`config.mk`:
```
export PLATFORM = sky130hd
export DESIGN_NAME = ixu_issue_ctrl
export DESIGN_NICKNAME = d
export VERILOG_FILES = /design/src/rtl/ixu_pkg.sv /design/src/rtl/ixu_scoreboard.sv /design/src/rtl/ixu_issue_ctrl.sv
export SDC_FILE = /design/constraint.sdc
export NUM_CORES = 1
export LEC_CHECK = 0
export CAP_MARGIN = 20
export CORE_UTILIZATION = 55
export DETAILED_ROUTE_END_ITERATION = 6
export PLACE_DENSITY_LB_ADDON = 0.15
export SETUP_SLACK_MARGIN = 0.02
export SYNTH_ARGS = -nofsm -noshare
export SYNTH_HDL_FRONTEND = slang
export SYNTH_HIERARCHICAL = 1
export SYNTH_SLANG_ARGS = --single-unit
```
`constraint.sdc`:
```
create_clock -name clk -period 5.33 [get_ports clk]
set_input_delay 0.533 -clock clk [delete_from_list [all_inputs] [get_ports clk]]
set_output_delay 0.533 -clock clk [all_outputs]
set_load 0.03 [all_outputs]
```
`src/rtl/ixu_pkg.sv`:
```
// ixu_pkg: shared constants, scoreboard entry and issue FSM state types for the IXU issue path.
// Rev 1.0
`default_nettype none

package ixu_pkg;

  localparam logic [6:0]  OPC_RTYPE = 7'b0110011;
  localparam logic [6:0]  OPC_ITYPE = 7'b0010011;
  localparam logic [31:0] INST_NOP  = 32'h0;
  localparam int          NUM_LANES = 2;

  typedef struct packed {
    logic       vld;
    logic [4:0] rd;
  } sb_entry_t;

  typedef enum logic [1:0] {
    ISS_EMPTY = 2'd0,
    ISS_HELD  = 2'd1,
    ISS_SPLIT = 2'd2
  } iss_state_t;

  function automatic logic lane_legal(input logic [31:0] inst);
    return (inst == INST_NOP) || (inst[6:0] == OPC_RTYPE) || (inst[6:0] == OPC_ITYPE);
  endfunction

endpackage

`default_nettype wire

```
`src/rtl/ixu_scoreboard.sv`:
```
// ixu_scoreboard: per-lane WB_LAT-deep shift register of pending writes, with busy lookup for 4 sources.
// Rev 1.0
`default_nettype none

module ixu_scoreboard
  import ixu_pkg::*;
#(
  parameter int WB_LAT = 2
) (
  input  logic                 clk,
  input  logic                 rst,
  input  logic [NUM_LANES-1:0] load_vld,
  input  logic [9:0]           load_rd,
  input  logic [19:0]          src,
  output logic [3:0]           busy
);

  sb_entry_t stage [NUM_LANES][WB_LAT];

  always_ff @(posedge clk) begin
    if (rst) begin
      for (int l = 0; l < NUM_LANES; l++)
        for (int k = 0; k < WB_LAT; k++)
          stage[l][k] <= '0;
    end else begin
      for (int l = 0; l < NUM_LANES; l++) begin
        stage[l][0] <= {load_vld[l], load_rd[l*5 +: 5]};
        for (int k = 1; k < WB_LAT; k++)
          stage[l][k] <= stage[l][k-1];
      end
    end
  end

  // x0 is hardwired zero, so it never waits on a write
  always_comb begin
    busy = '0;
    for (int s = 0; s < 4; s++)
      for (int l = 0; l < NUM_LANES; l++)
        for (int k = 0; k < WB_LAT; k++)
          if (src[s*5 +: 5] != 5'd0 && stage[l][k].vld && stage[l][k].rd == src[s*5 +: 5])
            busy[s] = 1'b1;
  end

endmodule

`default_nettype wire

```
`src/rtl/ixu_issue_ctrl.sv`:
```
// ixu_issue_ctrl: holds one 2-lane bundle, checks RAW hazards against the scoreboard,
// splits intra-bundle dependencies and drives registered per-lane issue.  Rev 1.0
`default_nettype none

module ixu_issue_ctrl
  import ixu_pkg::*;
#(
  parameter int WB_LAT  = 2,
  parameter int STALL_W = 16
) (
  input  logic               clk,
  input  logic               rst,
  input  logic               bndl_valid,
  output logic               bndl_ready,
  input  logic [63:0]        bndl_inst,
  input  logic               flush,
  output logic [1:0]         iss_valid,
  output logic [63:0]        iss_inst,
  output logic               illegal,
  output logic [STALL_W-1:0] stall_cnt
);

  iss_state_t state;
  logic [63:0] hold;

  logic [NUM_LANES-1:0] wr_rd, use_rs1, use_rs2, lane_ok;
  logic [4:0] rd  [NUM_LANES];
  logic [4:0] rs1 [NUM_LANES];
  logic [4:0] rs2 [NUM_LANES];

  for (genvar l = 0; l < NUM_LANES; l++) begin : g_dec
    logic is_r, is_i;
    assign is_r       = hold[l*32 +: 7] == OPC_RTYPE;
    assign is_i       = hold[l*32 +: 7] == OPC_ITYPE;
    assign rd[l]      = hold[l*32+7  +: 5];
    assign rs1[l]     = hold[l*32+15 +: 5];
    assign rs2[l]     = hold[l*32+20 +: 5];
    assign use_rs1[l] = is_r | is_i;
    assign use_rs2[l] = is_r;
    assign wr_rd[l]   = (is_r | is_i) && (rd[l] != 5'd0);
    assign lane_ok[l] = lane_legal(bndl_inst[l*32 +: 32]);
  end

  logic conflict;
  assign conflict = (wr_rd[0] && ((use_rs1[1] && rs1[1] == rd[0]) ||
                                  (use_rs2[1] && rs2[1] == rd[0]))) ||
                    (wr_rd[0] && wr_rd[1] && rd[0] == rd[1]);

  logic [19:0] src;
  logic [3:0]  busy;
  logic        free0, free1;
  assign src = {use_rs2[1] ? rs2[1] : 5'd0, use_rs1[1] ? rs1[1] : 5'd0,
                use_rs2[0] ? rs2[0] : 5'd0, use_rs1[0] ? rs1[0] : 5'd0};
  assign free0 = ~|busy[1:0];
  assign free1 = ~|busy[3:2];

  logic issue0_only, issue_both, issue1_only, full_issue, accept;
  assign issue0_only = (state == ISS_HELD)  && conflict  && free0 && !flush;
  assign issue_both  = (state == ISS_HELD)  && !conflict && free0 && free1 && !flush;
  assign issue1_only = (state == ISS_SPLIT) && free1 && !flush;
  assign full_issue  = issue_both | issue1_only;
  assign bndl_ready  = !rst && !flush && ((state == ISS_EMPTY) || full_issue);
  assign accept      = bndl_valid && bndl_ready;

  logic [NUM_LANES-1:0] load_vld;
  assign load_vld = {full_issue && wr_rd[1], (issue_both | issue0_only) && wr_rd[0]};

  ixu_scoreboard #(.WB_LAT(WB_LAT)) u_sb (
    .clk      (clk),
    .rst      (rst),
    .load_vld (load_vld),
    .load_rd  ({rd[1], rd[0]}),
    .src      (src),
    .busy     (busy)
  );

  always_ff @(posedge clk) begin
    if (rst) begin
      state     <= ISS_EMPTY;
      hold      <= '0;
      iss_valid <= '0;
      iss_inst  <= '0;
      illegal   <= 1'b0;
      stall_cnt <= '0;
    end else begin
      iss_valid <= '0;
      iss_inst  <= '0;
      illegal   <= 1'b0;

      // illegal lanes are neutralised here so the rest of the pipe only sees NOPs
      if (accept) begin
        hold    <= {lane_ok[1] ? bndl_inst[63:32] : INST_NOP,
                    lane_ok[0] ? bndl_inst[31:0]  : INST_NOP};
        illegal <= ~&lane_ok;
      end

      if (issue_both) begin
        iss_valid <= {hold[63:32] != INST_NOP, hold[31:0] != INST_NOP};
        iss_inst  <= hold;
      end else if (issue0_only) begin
        iss_valid <= {1'b0, hold[31:0] != INST_NOP};
        iss_inst  <= {INST_NOP, hold[31:0]};
      end else if (issue1_only) begin
        iss_valid <= {hold[63:32] != INST_NOP, 1'b0};
        iss_inst  <= {hold[63:32], INST_NOP};
      end

      if (state != ISS_EMPTY && !flush && !(issue_both | issue0_only | issue1_only) &&
          stall_cnt != '1)
        stall_cnt <= stall_cnt + 1'b1;

      if (flush) begin
        state <= ISS_EMPTY;
      end else begin
        case (state)
          ISS_EMPTY: if (accept) state <= ISS_HELD;
          ISS_HELD: begin
            if (issue0_only)     state <= ISS_SPLIT;
            else if (issue_both) state <= accept ? ISS_HELD : ISS_EMPTY;
          end
          ISS_SPLIT: if (issue1_only) state <= accept ? ISS_HELD : ISS_EMPTY;
          default: state <= ISS_EMPTY;
        endcase
      end
    end
  end

endmodule

`default_nettype wire

```
After elaboration in Yosys (flattened, before gate mapping)
Memory sizes are Yosys's and may differ from the RTL's.
Index checks and enable logic that the tools add are counted.
- $add $sub $neg: 1
- equality and inequality tests: 33
- muxes and demuxes: 41
- bitwise operators: 10
- reduce and logical (&&, ||, !) cells: 88
- operator list (operator ; count):
    two-way mux 64 bit ; 3
    == test 5 bit ; 19
    logical NOT 32 bit ; 2
    two-way mux 32 bit ; 2
    nonzero test 32 bit ; 2
    logical AND 1 bit ; 56
    nonzero test 5 bit ; 6
    == test 7 x 5 -> 1 bit (second input constant) ; 4
    == test 7 x 6 -> 1 bit (second input constant) ; 4
    two-way mux 6 bit ; 4
    two-way mux 1 bit ; 20
    two-way mux 5 bit ; 4
    adder 16 x 1 -> 16 bit (second input constant) ; 1
    != test 16 bit (second input constant) ; 1
    two-way mux 2 bit ; 7
    OR 1 bit ; 9
    OR reduction 2 bit ; 4
    logical NOT 1 bit ; 7
    logical OR 1 bit ; 7
    case mux 2 bit (3 select lines) ; 1
    != test 2 bit (second input constant) ; 2
    != test 3 bit (second input constant) ; 1
    AND reduction 3 bit ; 1
    == test 2 x 1 -> 1 bit (second input constant) ; 1
    other kinds (5) ; 5
- bits in registers: 149
- bits in writable memories: 24
- bits of input ports: 68
- output and inout bits: 84
- word-level logic and storage cells: 180
- memories kept: 1
- memory list (name ; words ; bits a word ; read ports ; clocked after Yosys merged registers in ; write ports ; line ; source):
    u_sb.stage ; 2 ; 12 ; 2 ; 0 ; 2 ; ixu_scoreboard.sv:18 ; sb_entry_t stage [NUM_LANES][WB_LAT];

Longest topological paths before layout
Gate-level depths: netlist of run 1.
- depth after elaboration: 23
- depth in mapped cells: 19
- depth with buffers taken out: 14

By module
The synthesis of run 1 kept the hierarchy.
- modules (own cells, without submodules) (module ; instances ; cells each ; area each (um^2) ; seq. area each (um^2)):
    ixu_issue_ctrl ; 1 ; 647 ; 5916.9 ; 2982.9
    ixu_scoreboard ; 1 ; 204 ; 1851.8 ; 480.5

Least setup slack after synthesis of run 1
OpenSTA, ideal clock, no wires.
- kind: register -> output
- start: reg hold[34]
- end: out bndl_ready
- arrival time: 3025 ps
- path slack: 1772 ps
- stages on the path, launching flop included: 13
- path buffers: 3
- cell sequence: dfxtp_1 -> nor3_1 -> and4_1 -> clkbuf_1 -> and3_1 -> buf_2 -> or4_1 -> o21a_1 -> nor3_1 -> nor2_1 -> o221ai_2 -> clkbuf_1 -> o211a_1
- elaborated cells between the ends (all ways): 59
- those cells by class: eq/ne (10); mux (10); bitwise (2); reduce/logical (37)
- RTL lines (item ; line ; source):
    from (decl) ; ixu_issue_ctrl.sv:24 ; logic [63:0] hold;
    from (signal assigned) ; ixu_issue_ctrl.sv:92 ; hold <= {lane_ok[1] ? bndl_inst[63:32] : INST_NOP,
    == test 7 x 6 -> 1 bit * ; ixu_issue_ctrl.sv:33 ; assign is_r = hold[l*32 +: 7] == OPC_RTYPE;
    two-way mux 5 bit * ; ixu_issue_ctrl.sv:52 ; assign src = {use_rs2[1] ? rs2[1] : 5'd0, use_rs1[1] ? rs1[1] : 5'd0,
    net src[15] ; ixu_issue_ctrl.sv:49 ; logic [19:0] src;
    nonzero test 5 bit ; ixu_scoreboard.sv:40 ; if (src[s*5 +: 5] != 5'd0 && stage[l][k].vld && stage[l][k].rd == src[s*5 +: 5])
    logical AND 1 bit (2 in a row) ; ixu_scoreboard.sv:40 ;
    two-way mux 1 bit (3 in a row) ; ixu_scoreboard.sv:40 ;
    two-way mux 1 bit * ; ixu_scoreboard.sv:40 ;
    net busy[3] ; ixu_issue_ctrl.sv:50 ; logic [3:0] busy;
    OR reduction 2 bit * ; ixu_issue_ctrl.sv:55 ; assign free1 = ~|busy[3:2];
    logical NOT 1 bit * ; ixu_issue_ctrl.sv:55 ;
    logical AND 1 bit, on equally long branches (2 in a row) ; ixu_issue_ctrl.sv:59, ixu_issue_ctrl.sv:60 ;
    OR 1 bit * ; ixu_issue_ctrl.sv:61 ; assign full_issue = issue_both | issue1_only;
    logical OR 1 bit * ; ixu_issue_ctrl.sv:62 ; assign bndl_ready = !rst && !flush && ((state == ISS_EMPTY) || full_issue);
    logical AND 1 bit * ; ixu_issue_ctrl.sv:62 ;
    to (decl) ; ixu_issue_ctrl.sv:14 ; output logic bndl_ready,
The timed path passes the listed nets; every way through them passes the cells marked *.

Worst setup path in the final report of run 1
Ends and elaborated chain as after synthesis.

==> results.md, run 1 <==
- Sorting the synthesized cells by area gives the leading types as dfxtp_1 (45%), xor2_1 (7.4%), nand4_1 (5.2%).
- The cell that appears most often on the critical path is nor3_1.
- The data arrival time of the critical path is 4.07 ns.
- 0 antenna diodes ended up in the layout.
- The wire-length estimate of the detail-placed layout is 14.8 mm.
- The number of hold buffers added after CTS was 0.
- On the final layout, the worst clock skew is 0.0123 ns.
- The sort of element at the start of the critical path is a register.
- The critical path goes through nor3_1, and4_1, and3_1, xor2_1, nor4_1, nand3_1, nand4_1, o21a_1, nor3_1, nor2_1, o221ai_4, o211a_1, clkdlybuf4s50_1.
- The delay contributed by the slowest stage of the critical path is 0.72 ns.
- The shortest period the worst path allows is 4.61 ns.
- The maximum fanout along the worst path is 12.
- Synthesis handed over a netlist of 851 instances.
- Summed over all layers, the routed wires come to 21.1 mm.
- Leaving out fill and tap cells, the most frequent cells in the layout are dfxtp_1 (173), clkdlybuf4s50_1 (150), xor2_1 (66).
- The total global routing overflow is 0.
- Across the VDD grid, the largest voltage drop is 0.246 mV.
- No sink is reached through more buffers than the 2 on the longest clock path.
- The tree is rooted in a clkbuf_16.
- In this run, synthesis inferred 0 flip-flops with an integrated enable.
- The max-cap violation count is 0.
- The post-synth net total is 920.
- The number of global-route vias before repair came to 6,328.
- Setup violations remaining at the end of the flow were counted as 0.
- After detailed routing, the wire length on met1 is 9.22 mm.
- The share of synthesized area in the top cell type comes to 44.6%.
- Static timing analysis puts the maximum clock frequency at 217 MHz.
- The top-level port count is 152.
- The total leakage power is 3.79 nW.
- Internal power comes to 2.08 mW.
- The clock slew at the register clock pins of the worst setup and hold paths is 0.07 ns.
- Relative to the synthesized area, the layout overhead comes to 25.4%.
- The synthesized netlist contains 48 unique library cells.
- For this design the ratio of total power to cell area is 275 mW/mm².
- The number of gates resized after CTS was 0.
- The length of routed met2 wiring is 9.89 mm.
- The startpoint-to-endpoint class of the critical path is register to primary output.
- The flow ran to the end, and the final reports show no timing, DRC or antenna violations.
- The initial antenna violation count is 0.
- For this block, the via count after detailed routing is 6,646.
- The floorplan step defined a die boundary enclosing 0.0146 mm².
- The number of endpoints with negative hold slack in the final report is 0.
- The worst hold-check path type is register to register.
- Routed signal wires occupy layers up through met4.
- The core box area is 0.0138 mm².
- The mean routed wirelength per cell is 18.6 µm.
- The global-route usage over all layers is 29.4%.
- TritonCTS built the clock tree.
- The post-synthesis instance area is 0.00777 mm².
- Setup repair after global routing left no endpoint under its margin.
- Per report_power, the combinational group accounts for 4.2% of the total.
- The first global-routing pass estimated 33.0 mm of wire.
- In this run, the clock network consumes 47.3% of the power.
- After detailed routing, the number of remaining DRC violations is 0.
- The share of the Yosys chip area taken by registers is 44.6%.
- The number of max-slew violations in the final report is 0.
- Counting flops and latches in the post-synthesis netlist gives 173.
- The final net count is 1,012.
- The clock reaches the later pin of the worst-skew pair after 0.43 ns.
- dfxtp_1 takes more of the synthesized area than any other cell.
- Measured against its own limit, the worst slew margin works out to 39.1%.
- The number of sinks handled by clock tree synthesis is 173.
- The final-layout setup total negative slack is 0 ns.
- The floorplan has 43 rows.
- Once the floorplan was initialized, standard cells occupied 56.2% of the core.
- The share of layout cells above drive strength 1 is 5.75%.
- For the pin with the worst max-slew slack, the measured transition is 0.913 ns.
- Sequential cells burn 48.5% of the power.
- The slowest stage of the critical path is the clkdlybuf4s50_1 cell.
- For this design the total switching power over the nets is 0.595 mW.
- The number of levels the H-tree was split into is 4.
- Buffers inserted during clock tree synthesis total 17.
- Setup slack closes at 0.723 ns.
- The number of DRC markers in iteration 0 is 592.
- Among all flip-flop cells after synthesis, the most frequent one is dfxtp_1.
- The met3 wirelength from detailed routing is 1.45 mm.
- In the finished design, the share of the clock period the worst path needs comes to 86.4%.
- Of all flip-flops after synthesis, the portion carrying an async set or reset was 0%.
- In this run the remaining antenna-violating nets after routing total 0.
- Once the clock tree was built, the setup fixing pass inserted 0 buffers.
- Leaving out fill and tap cells, the most frequent cell in the layout is dfxtp_1.
- Buffers placed on the I/O ports in this run total 151.
- Routability-driven placement finished with a final weighted congestion of 0.840.
- The detailed-route vias per instance is 5.85.
- Entering global routing, the biggest net connects 58 pins.
- OpenSTA, run right after detailed placement, puts the worst setup slack at 1.04 ns.
- The post-synthesis average cell area is 9.13 µm².
- The horizontal die dimension is 121 µm.
- STA classifies the critical path endpoint as a primary output.
- The height of the chip is 121 µm.
- The yosys synthesis warning count is 6.
- For the worst setup path, the data required time is 4.80 ns.
- The number of detailed-route iterations in the first pass is 7.
- Net switching is 22.2% of the power.
==> layout make-up <==
type / count / area [µm²]
clock inverters: 13 / 154
well taps: 180 / 225
fillers: 1090 / 4090
inverters: 2 / 7.51
multi-input cells: 589 / 3860
flip-flops and latches: 173 / 3460
repair buffers: 160 / 1570
clock buffers: 19 / 453
==> state kept, by name, summed over array words and instances, names as in the netlist <==
signal,flops
hold,64
illegal,1
stall_cnt,16
iss_inst,64
u_sb/stage,24
iss_valid,2
state,2
==> path summary, 6_finish.rpt <==
check	slack [ns]	end	cells past startpoint	startpoint
hold reg to reg	0.48	iss_inst[59]	2	hold[59]
setup / recovery	0.72	bndl_ready	13	hold[34]
setup reg to reg	0.91	stall_cnt[5]	13	hold[2]
hold / removal	0.48	iss_inst[59]	2	hold[59]
==> routing by layer <==
metal  vias to the layer above  GRT usage [%]
met4                         0           11.4
li1                       3175              -
met2                       266           46.5
met1                      3155           38.6
met5                         -              0
met3                        50           7.00
==> power groups by stage <==
stage               sequential (mW)  clock, mW  combinational (mW)
global placement               1.32          0               0.110
floorplan                      1.32          0              0.0396
finish                         1.30       1.27               0.113
global route                   1.29       1.33               0.119
detailed placement             1.32          0               0.111
CTS                            1.30       1.28               0.111
==> critical path: cells and delay by family (launching register included) <==
| kind | cells | cell delay [ns] |
|---|---|---|
| simple gates | 8 | 1.88 |
| buf+inv | 1 | 0.72 |
| compound gates | 3 | 0.52 |
| flops | 1 | 0.32 |
| xor+xnor | 1 | 0.23 |
==> cells by family (layout without fill, tap and decap cells) <==
logic type               count (synthesis)  in the layout  share of synthesized area, %
AND/OR/NAND/NOR                        382            382                          29.4
XOR/XNOR                                95             95                          10.7
AO/OA/AOI/OAI                          108            108                          8.67
adder cells (fa/ha/maj)                  1              1                         0.161
buffers and inverters                   89            194                          6.07
multiplexers                             3              3                         0.435
flip-flops                             173            173                          44.6
==> synthesized netlist by cell type, drive strengths merged, types with 2 or more instances <==
library cell and number:
dfxtp 173, a21oi 16, nand4 64, nor2b 28
nor3 11, and2 50, a32o 6, o31ai 10
nor4 46, xnor2 29, inv 2, xor2 66
clkbuf 47, and3 12, nor3b 8, or4 16
or3 3, buf 40, o211a 3, or2 2
nor2 42, o31a 2, o21a 7, mux2 3
nand2b 52, and4 4, nand3 28, nand2 13
o21ai 55
==> per-stage QoR <==
stage	utilization, %	cell area (µm²)	power [mW]	instances	hold WS (ns)
2_1_floorplan	-	7770	1.36	851	0.436
3_3_place_gp	66.0	9130	1.43	1104	0.458
3_5_place_dp	66.0	9130	1.44	1104	0.463
4_1_cts	70.4	9740	2.68	1136	0.481
5_1_grt	70.4	9740	2.75	1136	0.497
6_report	70.4	9740	2.67	1136	0.482
Power figures use the tool's default switching activity.
==> inputs of run 2 (changes only) <==
--- a/config.mk
+++ b/config.mk
@@ -6,6 +6,7 @@
 export NUM_CORES = 1
 export LEC_CHECK = 0
 export CAP_MARGIN = 20
+export CORE_MARGIN = 2
 export CORE_UTILIZATION = 55
 export DETAILED_ROUTE_END_ITERATION = 6
 export PLACE_DENSITY_LB_ADDON = 0.15
==> results.md, run 2 (synthesis gave the netlist of run 1 again) <==
- The number of rows in the core area came to 43 (unchanged).
- The power density relative to cell area is 277 mW/mm² (+1.0%).
- The share of layout cells above drive strength 1 is 5.75% (unchanged).
- The shortest period the worst path allows came to 4.65 ns (+0.0451 ns).
- The worst hold margin came to 0.473 ns (-0.00910 ns).
- The maximum operating frequency is 215 MHz (-0.97%).
- The wire length of the first global-routing pass is 33.6 mm (+1.7%).
- The data arrival time of the critical path is 4.12 ns (+0.05 ns).
- The final period utilization was 87.3% (+0.85 points).
- The initial antenna violation count was 0 (unchanged).
- The global-route usage over all layers is 28.8% (-0.59 points).
- The final routed DRC violation total is 0 (unchanged).
- The run finished with clean final reports.
- STA classifies the critical path endpoint as a primary output.
- The mean routed wirelength per cell is 18.8 µm (+0.99%).
- The detailed placement HPWL is 15.0 mm (+1.1%).
- The top cell types in the final layout, fill and taps aside, are dfxtp_1 (173), clkdlybuf4s50_1 (150), xor2_1 (66).
- The largest registers in the layout are hold (64), iss_inst (64), u_sb/stage (24).
- The number of detailed-route iterations in the first pass is 5 (-2).
- The final net count came to 1,012 (unchanged).
- The count of endpoints failing setup in the final report is 0 (unchanged).
- The transition at the pin with the smallest max-transition slack is 0.910 ns (-0.00333 ns).
- The number of endpoints with negative hold slack in the final report came to 0 (unchanged).
- The post-CTS repair timing setup buffer count is 0 (unchanged).
- The worst hold-check path type is register to register.
- The routed metal-1 wirelength was 9.37 mm (+1.6%).
- The number of fillers in the final layout is 1,028 (-5.7%).
- The number of levels the H-tree was split into is 4 (unchanged).
- The number of buffers between clock root and the deepest sink is 2 (unchanged).
- The area growth from synthesis to layout is 25.6%.
- The TritonCTS buffer count came to 17 (unchanged).
- The clock skew after layout is 0.0128 ns (+0.000541 ns).
- The final weighted congestion of routability-driven global placement is 0.910 (+8.4%).
- The non-filler instance count after layout is 1,136 (unchanged).
- The total global routing overflow is 0 (unchanged).
- The diode insertion count for antenna repair is 0 (unchanged).
- The final-layout setup total negative slack came to 0 ns (unchanged).
- The headroom to the max-slew limit is 39.3% (+0.22 points).
- The worst setup path is launched from a register.
- The number of global-route vias before repair is 6,357 (+0.46%).
- The startpoint-to-endpoint class of the critical path is register to primary output.
- The max-cap violation count came to 0 (unchanged).
- The most common library cell in the layout ignoring fill and taps is dfxtp_1.
- The number of nets still failing antenna checks after routing is 0 (unchanged).
- The total leakage power is 3.81 nW (+0.32%).
- The wire length reported by the detailed router is 21.3 mm (+0.99%).
- The maximum number of pins on one net before global-route repair is 58 (unchanged).
- The top-level port count is 152 (unchanged).
- TritonCTS built the clock tree.
- The met3 wirelength from detailed routing is 1.44 mm (-0.76%).
- The count of port buffers added during placement is 151 (unchanged).
- The number of sinks handled by clock tree synthesis is 173 (unchanged).
- The endpoint required time on the critical path is 4.80 ns (about the same).
- The total via count after detailed routing is 6,691 (+0.68%).
- The clock slew at the register clock pins of the worst setup and hold paths is 0.07 ns (about the same).
- The maximum fanout along the worst path is 12 (unchanged).
- The horizontal die dimension is 123 µm (+1.7%).
- The length of routed met2 wiring is 10.3 mm (+3.7%).
- Routed signal wires occupy layers up through met4.
- The count of cells resized by post-cts repair was 0 (unchanged).
- The highest ir drop seen on vdd is 0.274 mV (+11%).
- The hold buffer count at cts came to 0 (unchanged).
- The source-to-sink clock delay at the later pin of the worst-skew pair is 0.43 ns (about the same).
- Setup repair after global routing left no endpoint under its margin.
- The number of placed instances, taps included is 1,104 (unchanged).
- The height of the chip was 123 µm (+1.7%).
- The core box area is 0.0138 mm² (unchanged).
- The starting density of the core is 56.2% (unchanged).
- The number of DRC markers in iteration 0 is 693 (+17%).
- The floorplan die area is 0.0151 mm² (+3.3%).
- The tree is rooted in a clkbuf_16.
- The number of max-slew violations in the final report is 0 (unchanged).
- The detailed-route vias per instance is 5.89 (+0.68%).
-- run 2: critical path, stage by stage, from the launching register on --
cell,delay [ns]
dfxtp_1,0.32
nor3_1,0.22
and4_1,0.48
and3_1,0.39
xor2_1,0.25
nor4_1,0.09
nand3_1,0.09
nand4_1,0.09
o21a_1,0.17
nor3_1,0.37
nor2_1,0.14
o221ai_4,0.18
o211a_1,0.17
clkdlybuf4s50_1,0.71
-- run 2: where the power goes --
group	total [mW]	switching [mW]	internal (mW)
logic	0.113	0.0535	0.0592
clock network	1.30	0.567	0.731
registers	1.30	0.00202	1.29
total	2.71	0.622	2.08
-- run 2: cell type report --
cell class | instances | area, µm² | share of cell area, %
Tap cell | 180 | 225 | 2.31
Inverter | 2 | 7.51 | 0.0769
Sequential cell | 173 | 3460 | 35.5
Timing Repair Buffer | 160 | 1570 | 16.1
Clock inverter | 14 | 185 | 1.90
Multi-Input combinational cell | 589 | 3860 | 39.6
Clock buffer | 18 | 439 | 4.50
-- run 2: final timing paths --
kind	end	depth (start not counted)	from	slack [ns]
setup / recovery	bndl_ready	13	hold[34]	0.68
hold / removal	iss_inst[61]	2	hold[61]	0.47
setup reg to reg	stall_cnt[8]	13	hold[2]	0.88
hold reg to reg	iss_inst[61]	2	hold[61]	0.47
-- run 2: routing by layer --
layer	track usage (%)	vias up
li1	-	3170
met1	38.1	3242
met2	46.5	255
met3	7.30	24
met4	7.90	0
met5	0	-
-- run 2: stage by stage --
| step | area, µm² | util (%) | total power, mW | setup slack (ns) |
|---|---|---|---|---|
| floorplan | 7770 | - | 1.36 | 1.77 |
| global placement | 9130 | 66.0 | 1.43 | 1.23 |
| detailed placement | 9130 | 66.0 | 1.44 | 1.04 |
| CTS | 9760 | 70.6 | 2.72 | 0.784 |
| global route | 9760 | 70.6 | 2.78 | 0.420 |
| finish | 9760 | 70.6 | 2.71 | 0.678 |
